$ cat src/rtl/i2s_pkg.sv
`default_nettype none
// ============================================================================
//  Module      : i2s_pkg
//  Description : Shared definitions for the I2S receiver: default sample
//                width, slot bit-counter width and receiver FSM state type.
//  Revision    : 1.0  initial release
// ============================================================================
package i2s_pkg;

  // Default sample width per channel
  localparam int c_data_w = 16;

  // Slot bit counter width (saturates at 2**c_cnt_w - 1)
  localparam int c_cnt_w = 6;

  // Receiver FSM: SYNC waits for the first ws 1->0 change edge
  typedef enum logic [1:0] {
    ST_SYNC  = 2'd0,
    ST_LEFT  = 2'd1,
    ST_RIGHT = 2'd2
  } state_t;

endpackage
`default_nettype wire

$ cat src/rtl/sync_ff.sv
`default_nettype none
// ============================================================================
//  Module      : sync_ff
//  Description : N-stage flip-flop synchronizer with asynchronous reset.
//  Ports       : clk  - destination clock
//                rst  - asynchronous active-high reset (clears all stages)
//                d    - asynchronous input
//                q    - synchronized output
//  Revision    : 1.0  initial release
// ============================================================================
module sync_ff #(
  parameter int N = 2
) (
  input  logic clk,
  input  logic rst,
  input  logic d,
  output logic q
);

  logic [N-1:0] r_stage;

  always_ff @(posedge clk or posedge rst) begin
    if (rst) begin
      r_stage <= '0;
    end else begin
      r_stage <= {r_stage[N-2:0], d};
    end
  end

  assign q = r_stage[N-1];

endmodule
`default_nettype wire

$ cat src/rtl/i2s_rx.sv
`default_nettype none
// ============================================================================
//  Module      : i2s_rx
//  Description : Philips I2S slave receiver. Oversamples bclk/ws/d with the
//                system clock, assembles left/right slots MSB first and
//                presents complete frames with a valid/ready handshake.
//  Ports       : clk, rst          - system clock, async active-high reset
//                bclk, ws, d       - I2S bus from external master
//                L, R              - last completed frame
//                valid, ready      - frame handshake
//                overrun           - pulse: unconsumed frame overwritten
//                err               - pulse: slot shorter than DATA_W
//  Revision    : 1.0  initial release
// ============================================================================
module i2s_rx
  import i2s_pkg::*;
#(
  parameter int DATA_W      = c_data_w,
  parameter int SYNC_STAGES = 2
) (
  input  logic              clk,
  input  logic              rst,
  input  logic              bclk,
  input  logic              ws,
  input  logic              d,
  output logic [DATA_W-1:0] L,
  output logic [DATA_W-1:0] R,
  output logic              valid,
  input  logic              ready,
  output logic              overrun,
  output logic              err
);

  localparam logic [c_cnt_w-1:0] c_full = c_cnt_w'(DATA_W);
  localparam logic [c_cnt_w-1:0] c_last = c_cnt_w'(DATA_W - 1);

  // All three pins go through identical chains so they stay aligned
  logic [2:0] w_pins_raw;
  logic [2:0] w_pins_sync;

  assign w_pins_raw = {bclk, ws, d};

  for (genvar gi = 0; gi < 3; gi++) begin : g_sync
    sync_ff #(.N(SYNC_STAGES)) u_sync (
      .clk (clk),
      .rst (rst),
      .d   (w_pins_raw[gi]),
      .q   (w_pins_sync[gi])
    );
  end

  logic w_bclk_s;
  logic w_ws_s;
  logic w_d_s;

  assign w_bclk_s = w_pins_sync[2];
  assign w_ws_s   = w_pins_sync[1];
  assign w_d_s    = w_pins_sync[0];

  state_t              r_state;
  logic                r_bclk_prev;
  logic                r_ws_prev;
  logic [c_cnt_w-1:0]  r_cnt;
  logic [DATA_W-1:0]   r_shift;
  logic [DATA_W-1:0]   r_left_word;
  logic                r_left_bad;

  logic                w_rise;
  logic                w_ws_chg;
  logic                w_ws_fall;
  logic                w_shift_en;
  logic                w_len_ok;
  logic [DATA_W-1:0]   w_shift_next;
  logic [DATA_W-1:0]   w_word;

  assign w_rise       = w_bclk_s & ~r_bclk_prev;
  assign w_ws_chg     = w_ws_s ^ r_ws_prev;
  assign w_ws_fall    = w_ws_chg & ~w_ws_s;
  assign w_shift_en   = (r_cnt < c_full);
  // r_cnt counts bits before the current one; the change edge carries the
  // slot's final bit, so the slot is full when DATA_W-1 bits came before it
  assign w_len_ok     = (r_cnt >= c_last);
  assign w_shift_next = {r_shift[DATA_W-2:0], w_d_s};
  // Word as it stands including the bit sampled at the closing edge
  assign w_word       = w_shift_en ? w_shift_next : r_shift;

  always_ff @(posedge clk or posedge rst) begin
    if (rst) begin
      r_state     <= ST_SYNC;
      r_bclk_prev <= 1'b0;
      r_ws_prev   <= 1'b0;
      r_cnt       <= '0;
      r_shift     <= '0;
      r_left_word <= '0;
      r_left_bad  <= 1'b0;
      L           <= '0;
      R           <= '0;
      valid       <= 1'b0;
      overrun     <= 1'b0;
      err         <= 1'b0;
    end else begin
      r_bclk_prev <= w_bclk_s;
      overrun     <= 1'b0;
      err         <= 1'b0;

      // A frame loaded later in this block overrides the consume clear
      if (valid && ready) begin
        valid <= 1'b0;
      end

      if (w_rise) begin
        r_ws_prev <= w_ws_s;
        case (r_state)
          ST_SYNC: begin
            r_cnt   <= '0;
            r_shift <= '0;
            if (w_ws_fall) begin
              r_state <= ST_LEFT;
            end
          end

          ST_LEFT, ST_RIGHT: begin
            if (w_ws_chg) begin
              r_cnt <= '0;
              if (r_state == ST_LEFT) begin
                r_left_word <= w_word;
                r_left_bad  <= ~w_len_ok;
                err         <= ~w_len_ok;
                r_state     <= ST_RIGHT;
              end else begin
                r_state <= ST_LEFT;
                if (!w_len_ok) begin
                  err <= 1'b1;
                end else if (!r_left_bad) begin
                  L       <= r_left_word;
                  R       <= w_word;
                  valid   <= 1'b1;
                  overrun <= valid & ~ready;
                end
              end
            end else begin
              if (w_shift_en) begin
                r_shift <= w_shift_next;
              end
              if (r_cnt != '1) begin
                r_cnt <= r_cnt + 1'b1;
              end
            end
          end

          default: r_state <= ST_SYNC;
        endcase
      end
    end
  end

endmodule
`default_nettype wire

$ cat config.mk
export PLATFORM = sky130hd
export DESIGN_NAME = i2s_rx
export DESIGN_NICKNAME = d
export VERILOG_FILES = /design/src/rtl/i2s_pkg.sv /design/src/rtl/sync_ff.sv /design/src/rtl/i2s_rx.sv
export SDC_FILE = /design/constraint.sdc
export NUM_CORES = 1
export LEC_CHECK = 0
export CORE_MARGIN = 5
export CORE_UTILIZATION = 59
export DETAILED_ROUTE_END_ITERATION = 12
export PLACE_DENSITY = 0.84
export SLEW_MARGIN = 20
export SYNTH_ARGS = -nofsm -noshare
export SYNTH_HDL_FRONTEND = slang
export SYNTH_HIERARCHICAL = 1
export SYNTH_SLANG_ARGS = --single-unit
$ cat constraint.sdc
create_clock -name clk -period 3.8 [get_ports clk]
set_input_delay 0.76 -clock clk [delete_from_list [all_inputs] [get_ports clk]]
set_output_delay 0.76 -clock clk [all_outputs]
set_load 0.02 [all_outputs]
== After elaboration in Yosys (flattened, before gate mapping) ==
Cells that the tools add are included.
Storage, ports and cells
  bits in registers: 84
  RAM bits: 0
  output and inout port bits: 35
  bits in read-only memories: 0
  latch bits: 0
  memories kept: 0
Operators by class
  bitwise operators: 10
  shift operators: 0
  reduce and logical (&&, ||, !) cells: 9
  add/sub/neg operators: 1
  equality and inequality tests: 7
  mux-type cells: 28
  divide/modulo/power cells: 0
  magnitude comparators: 2
  multiply operators: 0
Operators with widths (number)
  16-bit two-way mux: 2
  16-bit case mux with 2 select lines: 1
  1-bit two-way mux: 18
  6-bit two-way mux: 2
  6-bit case mux with 2 select lines: 1
  3-bit AND reduction: 3
  6-bit by 1-bit adder with 6-bit output (second input constant): 1
  6-bit by 4-bit greater-or-equal comparator with 1-bit output (second input constant): 1
  6-bit by 5-bit < comparator with 1-bit output (second input constant): 1
  2-bit two-way mux: 3
  2-bit != test (second input constant): 3
  6-bit != test (second input constant): 1
  1-bit inverter: 6
  6-bit AND reduction: 1
  2-bit case mux with 2 select lines: 1
  4-bit AND reduction: 1
  1-bit bitwise AND: 3
  3-bit != test (second input constant): 1
  2-bit by 1-bit equality test with 1-bit output (second input constant): 1
  2-bit equality test (second input constant): 1
  2-bit logical NOT: 1
  2-bit nonzero test: 1
  2-bit OR reduction: 1
  1-bit logical AND: 1
  1-bit bitwise XOR: 1

== Logic depth before layout (Yosys ltp) ==
Gate-level depths: netlist (run 1).
  depth in word-level cells: 8
  depth in mapped cells: 7
  mapped depth without buffers: 6

== Hierarchy ==
Netlist (run 1), hierarchy kept.
By module, submodules not included
  i2s_rx: sequential area each 1951.9 um^2, instances 1, cells an instance 267, area each 3244.4 um^2
  sync_ff: sequential area each 50.0 um^2, instances 3, cells an instance 3, area each 53.8 um^2

== Worst setup path before layout (run 1) ==
No wires, ideal clock.
  path kind: flip-flop to flip-flop
  start point: register r_state[0]
  end point: register L[10]
  stages on the path, launching flop included: 7
  period minus slack after synthesis: 2.056 ns
  library setup time: 0.125 ns
  buffers on the path: 1
  data arrival time: 1.932 ns
  setup slack: 1.744 ns
  required time: 3.675 ns
  cell sequence: dfrtp_1 inv_1 ha_1 nand4bb_4 a2111oi_4 buf_6 mux2_2
On the way
  longest elaborated chain between the ends: 3
  elaborated cells between the ends (all ways): 5
Ends and longest elaborated chain
  start: declaration: line i2s_rx.sv:60  | state_t r_state;
  start signal: assignment: line i2s_rx.sv:89  | r_state <= ST_SYNC;
  start signal: assignment: line i2s_rx.sv:118  | r_state <= ST_LEFT;
  start signal: assignment: line i2s_rx.sv:129  | r_state <= ST_RIGHT;
  2-bit by 1-bit equality test with 1-bit output / 2-bit equality test (equally long branches): line i2s_rx.sv:113, i2s_rx.sv:125
  2-bit OR reduction / 1-bit inverter (equally long branches)
  6-bit AND reduction (no source line) (*)
  end signal: assignment: line i2s_rx.sv:135  | L <= r_left_word;
  end: declaration: line i2s_rx.sv:26  | output logic [DATA_W-1:0] L,
Every way passes the cells marked *; elsewhere a longest branch is shown, timed or not.
A chain may end at the register's enable or synchronous reset.

== Worst setup path after layout (run 1) ==
  start point: register r_ws_prev
  end point: register L[4]
On the way
  longest elaborated chain between the ends: 2
Ends and longest elaborated chain
  start: declaration: line i2s_rx.sv:62  | logic r_ws_prev;
  start signal: assignment: line i2s_rx.sv:112  | r_ws_prev <= w_ws_s;
  1-bit bitwise XOR: line i2s_rx.sv:77  | assign w_ws_chg = w_ws_s ^ r_ws_prev;
  6-bit AND reduction (no source line)
No other way between the ends.

==> results of run 1 <==
==> cell type report <==
class                   count  area [sq um]  share of cell area (%)
multi-input cells         169          1200                    29.4
clock inverters             5          62.6                    1.54
clock buffers              10           138                    3.38
flip-flops and latches     84          2100                    51.6
well taps                  72          90.1                    2.21
repair buffers             46           453                    11.1
inverters                   9          33.8                   0.829
==> critical path: stages, from the launching register on <==
cell and delay [ns]:
dfrtp_1 0.41, ha_1 0.39, nand4bb_4 0.28, a2111oi_4 0.33, buf_4 0.49, mux2_2 0.41
==> report_power, final <==
group          total, W  leakage [nW]  switching, W  internal, W
registers       0.00111          1.12     0.0000900      0.00102
clock network  0.000640        0.0946      0.000320     0.000320
logic          0.000353         0.773      0.000209     0.000143
==> routing by layer <==
| metal | GRT usage, % | share of wire [%] |
|---|---|---|
| met1 | 26.5 | 44 |
| met2 | 28.7 | 47 |
| met3 | 4.90 | 5.9 |
| met4 | 9.06 | 2.3 |
| met5 | 0 | 0 |
==> final timing paths <==
kind	startpoint	to	slack [ns]
min in group asynchronous	rst	g_sync[2].u_sync/r_stage[1]$_DFF_PP0_	0.66
max in group asynchronous	rst	R[5]$_DFFE_PP0P_	2.16
max reg2reg	r_ws_prev$_DFFE_PP0P_	L[4]$_DFFE_PP0P_	1.35
min reg2reg	g_sync[2].u_sync/r_stage[0]$_DFF_PP0_	g_sync[2].u_sync/r_stage[1]$_DFF_PP0_	0.36
min	g_sync[2].u_sync/r_stage[0]$_DFF_PP0_	g_sync[2].u_sync/r_stage[1]$_DFF_PP0_	0.36
max	r_ws_prev$_DFFE_PP0P_	L[4]$_DFFE_PP0P_	1.35
==> cell families after synthesis <==
| group | Yosys count | share of synthesized area (%) |
|---|---|---|
| mux | 33 | 10.3 |
| compound gates | 66 | 12.7 |
| fa+ha+maj | 6 | 2.20 |
| simple gates | 64 | 9.63 |
| flops | 84 | 61.7 |
| buf+inv | 23 | 3.45 |
==> registers in the layout (all words and copies together), names as in the netlist, 2 cells and up <==
| name | count |
|---|---|
| L | 16 |
| R | 16 |
| g_sync.u_sync/r_stage | 6 |
| r_cnt | 6 |
| r_left_word | 16 |
| r_shift | 16 |
| r_state | 2 |
==> through the flow <==
step	utilization [%]	cells	hold WS, ns	setup slack (ns)	total power (W)
after floorplan	-	276	0.331	1.04	0.00137
after global placement	69.2	379	0.334	1.49	0.00144
after detailed placement	69.2	379	0.336	1.38	0.00147
after CTS	72.8	394	0.365	1.36	0.00211
after global routing	73.1	395	0.380	1.23	0.00222
final	73.1	395	0.361	1.35	0.00210
==> synthesized netlist by cell type, types with 2 or more instances <==
cell,number
a21boi_0,3
a21oi_1,32
a22o_1,16
buf_2,4
buf_4,3
buf_6,2
clkbuf_1,5
dfrtp_1,84
ha_1,6
inv_1,9
mux2_2,17
mux2i_1,16
nand2_1,7
nand2b_1,3
nand3_1,5
nor2_1,35
nor2b_1,3
o21ai_0,9
o31ai_1,2
or3_1,2
==> summary.txt, run 1 <==
========================================================================================================
Setup repair after global routing missed its margin .......................................        false
Dominant register cell in the synthesized netlist .........................................      dfrtp_1
Post-CTS clock slew at the launch and capture registers of the worst setup and hold paths .      0.08 ns
Detailed Place HPWL ....................................................................... 4390 microns
Post-Route Setup TNS ......................................................................         0 ns
Routed Antenna Nets .......................................................................            0
Net count reported at finish ..............................................................          331
FFs w/ async S/R, synth ...................................................................         100%
Via count .................................................................................        2,214
Cells on Worst Hold Path ..................................................................            0
DIE WIDTH ................................................................................. 86.0 microns
Tightest slew margin relative to the limit ................................................        50.9%
Most common cell after layout, fill and taps aside ........................................      dfrtp_1
Drt drc ...................................................................................            0
Post-route clock skew .....................................................................    0.0109 ns
Setup crit end kind .......................................................................    flip-flop
Number of hold buffers added after CTS ....................................................            0
Final global-route overflow total .........................................................            0
Number of buffers inserted during clock tree synthesis ....................................            9
Power per unit of standard cell area ......................................................  516 nW/um^2
Maximum Capacitance Violations ............................................................            0
Post-synth EDFFs ..........................................................................            0
Endpoints failing setup ...................................................................            0
Maximum fanout count along the critical path ..............................................           50
Area share of the largest cell type after synthesis .......................................        61.7%
Number of cells upsized or downsized after cts ............................................            0
Syn avg cell area .........................................................................   12.3 sq um
Number of port buffers ....................................................................           40
Arrival time of the worst setup path ......................................................      2.69 ns
Syn. warnings .............................................................................            6
Commonest non-fill, non-tap cells in the layout ........................................... dfrtp_1 (84), clkdlybuf4s50_1 (40), nor2_1 (35), a21oi_1 (32), mux2_2 (17)
# Post-CTS Setup Buffers ..................................................................            0
Die ar. ...................................................................................   7390 sq um
Number of synthesized register bits .......................................................           84
Sequential area share after synthesis .....................................................        61.7%
Drt first-iter violations .................................................................          178
R2R cell count ............................................................................            5
Leakage ...................................................................................      1.99 nW
Layout cell share with drive strength beyond 1 ............................................        14.2%
Largest area contributor in the synthesized netlist .......................................      dfrtp_1
Final hold violation count ................................................................            0
Ports placed on the boundary ..............................................................           41
Post-Syn Nets .............................................................................          288
Maximum resistive drop on vdd .............................................................       414 uV
Launching element type of the critical path ...............................................    flip-flop
Clock network latency to the later pin of the worst-skew pair .............................      0.36 ns
Die Ht .................................................................................... 86.0 microns
Pre-Repair DR Iteration Count .............................................................            4
Cell area after layout ....................................................................   4080 sq um
Root buf cell .............................................................................     clkbuf_8
Number of placement rows ..................................................................           27
Worst-Margin Slew .........................................................................     0.736 ns
Initial core utilization ..................................................................        61.1%
Outcome ...................................................................................    completed
Vias per cell .............................................................................         5.61
Final number of max-transition violations .................................................            0
Maximum level of the CTS H-tree ...........................................................            3
Count of clock tree sinks .................................................................           84
Min-Delay Path Class ......................................................................   reg -> reg
Cell area after technology mapping ........................................................   3410 sq um
Number of inserted filler cells in the final layout .......................................          378
Final weighted congestion of routability-driven global placement ..........................        0.754
Number of global-route vias before repair .................................................        2,212
Largest net degree at the start of global routing .........................................           51
Minimum clock period after layout .........................................................      2.45 ns
Wire length of the first global-routing pass .............................................. 10,900 microns
Classification of the worst setup path ....................................................   reg -> reg
WL final .................................................................................. 6410 microns
Required arrival time at the worst endpoint ...............................................      4.04 ns
GRT Resource Usage Total ..................................................................        19.3%
Layout-stage area growth over the synthesis result ........................................        19.7%
CTS tree ..................................................................................        built
Period Utilization, post-route ............................................................        64.4%
Placeable core region .....................................................................   5570 sq um
Largest cells by area after synthesis ..................................................... dfrtp_1 (62%), mux2_2 (5.6%), a21oi_1 (4.7%), mux2i_1 (4.7%), a22o_1 (4.1%)
Placed instance area ......................................................................   3860 sq um
Number of antenna violations at the first check in global routing .........................            0
Highest attainable clock frequency ........................................................      408 MHz
WL per Instance ........................................................................... 16.2 microns
Unique masters post-synth .................................................................           33
Maximum root-to-sink buffer count .........................................................            2
Antenna diodes ............................................................................            0
Cells after synthesis .....................................................................          276
========================================================================================================
Power figures use the tool's default switching activity.
==> run 2, diff against run 1 <==
--- a/config.mk
+++ b/config.mk
@@ -6,9 +6,9 @@
 export NUM_CORES = 1
 export LEC_CHECK = 0
 export CORE_MARGIN = 5
-export CORE_UTILIZATION = 59
+export CORE_UTILIZATION = 55
 export DETAILED_ROUTE_END_ITERATION = 12
-export PLACE_DENSITY = 0.84
+export PLACE_DENSITY = 0.79
 export SLEW_MARGIN = 20
 export SYNTH_ARGS = -nofsm -noshare
 export SYNTH_HDL_FRONTEND = slang
==> constraint.sdc (replaced) <==
create_clock -name clk -period 2.4 [get_ports clk]
set_input_delay 0.48 -clock clk [delete_from_list [all_inputs] [get_ports clk]]
set_output_delay 0.48 -clock clk [all_outputs]
set_load 0.02 [all_outputs]
==> summary.txt, run 2 (synthesis results as in run 1) <==
========================================================================================================
Die Ht .................................................................................... 88.7 microns   +3.2%
Root buf cell .............................................................................     clkbuf_8
Maximum resistive drop on vdd .............................................................       462 uV   +12%
Layout-stage area growth over the synthesis result ........................................        21.0%
Number of hold buffers added after CTS ....................................................            0   unchanged
Number of buffers inserted during clock tree synthesis ....................................            9   unchanged
Hold WS ...................................................................................     0.356 ns   -0.00547 ns
Required arrival time at the worst endpoint ...............................................      2.64 ns   -1.40 ns
Maximum Capacitance Violations ............................................................            0   unchanged
Maximum level of the CTS H-tree ...........................................................            3   unchanged
Count of clock tree sinks .................................................................           84   unchanged
Post-CTS clock slew at the launch and capture registers of the worst setup and hold paths .      0.08 ns   about the same
Power, Total ..............................................................................    0.00332 W   +58%
Launching element type of the critical path ...............................................    flip-flop
Final weighted congestion of routability-driven global placement ..........................        0.752   -0.19%
Maximum root-to-sink buffer count .........................................................            2   unchanged
Outcome ...................................................................................    completed
Initial core utilization ..................................................................        57.2%   -3.9 points
# Post-CTS Setup Buffers ..................................................................            0   unchanged
Number of port buffers ....................................................................           40   unchanged
Post-route clock skew .....................................................................    0.0131 ns   +0.00217 ns
Placeable core region .....................................................................   5960 sq um   +6.8%
CTS tree ..................................................................................        built
Maximum fanout count along the critical path ..............................................           31   -38%
Classification of the worst setup path ....................................................   reg -> reg
Leakage ...................................................................................      2.00 nW   +0.76%
Number of placement rows ..................................................................           28   +3.7%
Final global-route overflow total .........................................................            0   unchanged
Slowest-stage cell, CP ....................................................................    a2111oi_4
Commonest non-fill, non-tap cells in the layout ........................................... dfrtp_1 (84), clkdlybuf4s50_1 (40), nor2_1 (35), a21oi_1 (32), mux2_2 (17)
Routed Antenna Nets .......................................................................            0   unchanged
Via count .................................................................................        2,222   +0.36%
Vias per cell .............................................................................         5.54   -1.1%
Drt first-iter violations .................................................................          113   -37%
Final hold violation count ................................................................            0   unchanged
Detailed Place HPWL ....................................................................... 4310 microns   -2.0%
Post-placement setup slack ................................................................     0.130 ns   -1.25 ns
Number of cells upsized or downsized after cts ............................................            0   unchanged
Drt drc ...................................................................................            0   unchanged
Largest net degree at the start of global routing .........................................           70   +37%
Setup crit end kind .......................................................................    flip-flop
Pre-Repair DR Iteration Count .............................................................            4   unchanged
Number of inserted filler cells in the final layout .......................................          426   +13%
Min-Delay Path Class ......................................................................   reg -> reg
DIE WIDTH ................................................................................. 88.7 microns   +3.2%
Highest attainable clock frequency ........................................................      445 MHz   +8.9%
Register area .............................................................................   2100 sq um   unchanged
Antenna diodes ............................................................................            0   unchanged
Period Utilization, post-route ............................................................        93.7%   +29 points
WL final .................................................................................. 6330 microns   -1.2%
Tightest slew margin relative to the limit ................................................        53.4%   +2.5 points
Endpoints failing setup ...................................................................            0   unchanged
Final number of max-transition violations .................................................            0   unchanged
Die ar. ...................................................................................   7870 sq um   +6.4%
WL per Instance ........................................................................... 15.8 microns   -2.7%
Clock network latency to the later pin of the worst-skew pair .............................      0.36 ns   about the same
R2R cell count ............................................................................            6   +1
Final cell count without fillers ..........................................................          401   +1.5%
Area occupied by multi-input gates ........................................................   1200 sq um   unchanged
Worst-Margin Slew .........................................................................     0.699 ns   -0.0371 ns
GRT Resource Usage Total ..................................................................        17.9%   -1.3 points
Post-Route Setup TNS ......................................................................         0 ns   unchanged
Number of global-route vias before repair .................................................        2,097   -5.2%
# placed instances ........................................................................          385   +1.6%
Ports placed on the boundary ..............................................................           41   unchanged
Critical-path cell list ................................................................... inv_1 -> ha_1 -> nand4bb_4 -> a2111oi_4 -> buf_12 -> mux2_2
Slack of the critical path ................................................................     0.152 ns   -1.20 ns
Layout cell share with drive strength beyond 1 ............................................        15.0%   +0.79 points
Minimum clock period after layout .........................................................      2.25 ns   -0.200 ns
Setup repair after global routing missed its margin .......................................        false
Wire length of the first global-routing pass .............................................. 10,500 microns   -3.4%
Power per unit of standard cell area ......................................................  806 nW/um^2   +56%
Most common cell after layout, fill and taps aside ........................................      dfrtp_1
Largest stage delay on the critical path ..................................................      0.47 ns   -0.02 ns
Number of antenna violations at the first check in global routing .........................            0   unchanged
Arrival time of the worst setup path ......................................................      2.48 ns   -0.21 ns
Cells on Worst Hold Path ..................................................................            0   unchanged
Net count reported at finish ..............................................................          333   +0.60%
========================================================================================================
[run 2: worst paths after layout]
kind / from / to / slack (ns)
max: r_state[0]$_DFFE_PP0P_ / L[12]$_DFFE_PP0P_ / 0.15
min in group asynchronous: rst / g_sync[2].u_sync/r_stage[0]$_DFF_PP0_ / 0.41
max reg2reg: r_state[0]$_DFFE_PP0P_ / L[12]$_DFFE_PP0P_ / 0.15
max in group asynchronous: rst / R[3]$_DFFE_PP0P_ / 1.30
min: g_sync[2].u_sync/r_stage[0]$_DFF_PP0_ / g_sync[2].u_sync/r_stage[1]$_DFF_PP0_ / 0.36
min reg2reg: g_sync[2].u_sync/r_stage[0]$_DFF_PP0_ / g_sync[2].u_sync/r_stage[1]$_DFF_PP0_ / 0.36
[run 2: cell type report]
cell class	instances	area share [%]
tap	75	2.28
multi-input combinational	169	29.0
clock inverter	6	1.55
inverter	9	0.911
sequential	84	51.0
clock buffer	10	3.34
timing repair buffer	48	11.9
[run 2: where the power goes]
| group | internal (W) | switching, W | total, W |
|---|---|---|---|
| logic | 0.000236 | 0.000325 | 0.000562 |
| clock network | 0.000507 | 0.000499 | 0.00101 |
| registers | 0.00162 | 0.000135 | 0.00175 |
[run 2: critical path, delay by kind of cell, from the launching register on]
family	cells	cell delay, ns
AO/OA/AOI/OAI	1	0.47
adder cells (fa/ha/maj)	1	0.42
buffers and inverters	2	0.32
flip-flops	1	0.41
multiplexers	1	0.35
AND/OR/NAND/NOR	1	0.15
[run 2: per-stage QoR]
step,utilization [%],instance area [sq um]
floorplan,-,3410
global route,69.2,4120
CTS,69.1,4110
detailed placement,65.7,3910
finish,69.2,4120
global placement,65.7,3910
[run 2: metal layers]
metal  share of wire [%]  wire length [microns]  GRT usage, %
met1                  43                   2700          24.8
met2                  51                   3200          27.3
met3                 4.3                    273          3.35
met4                 2.4                    154          9.07
met5                   0                      0             0
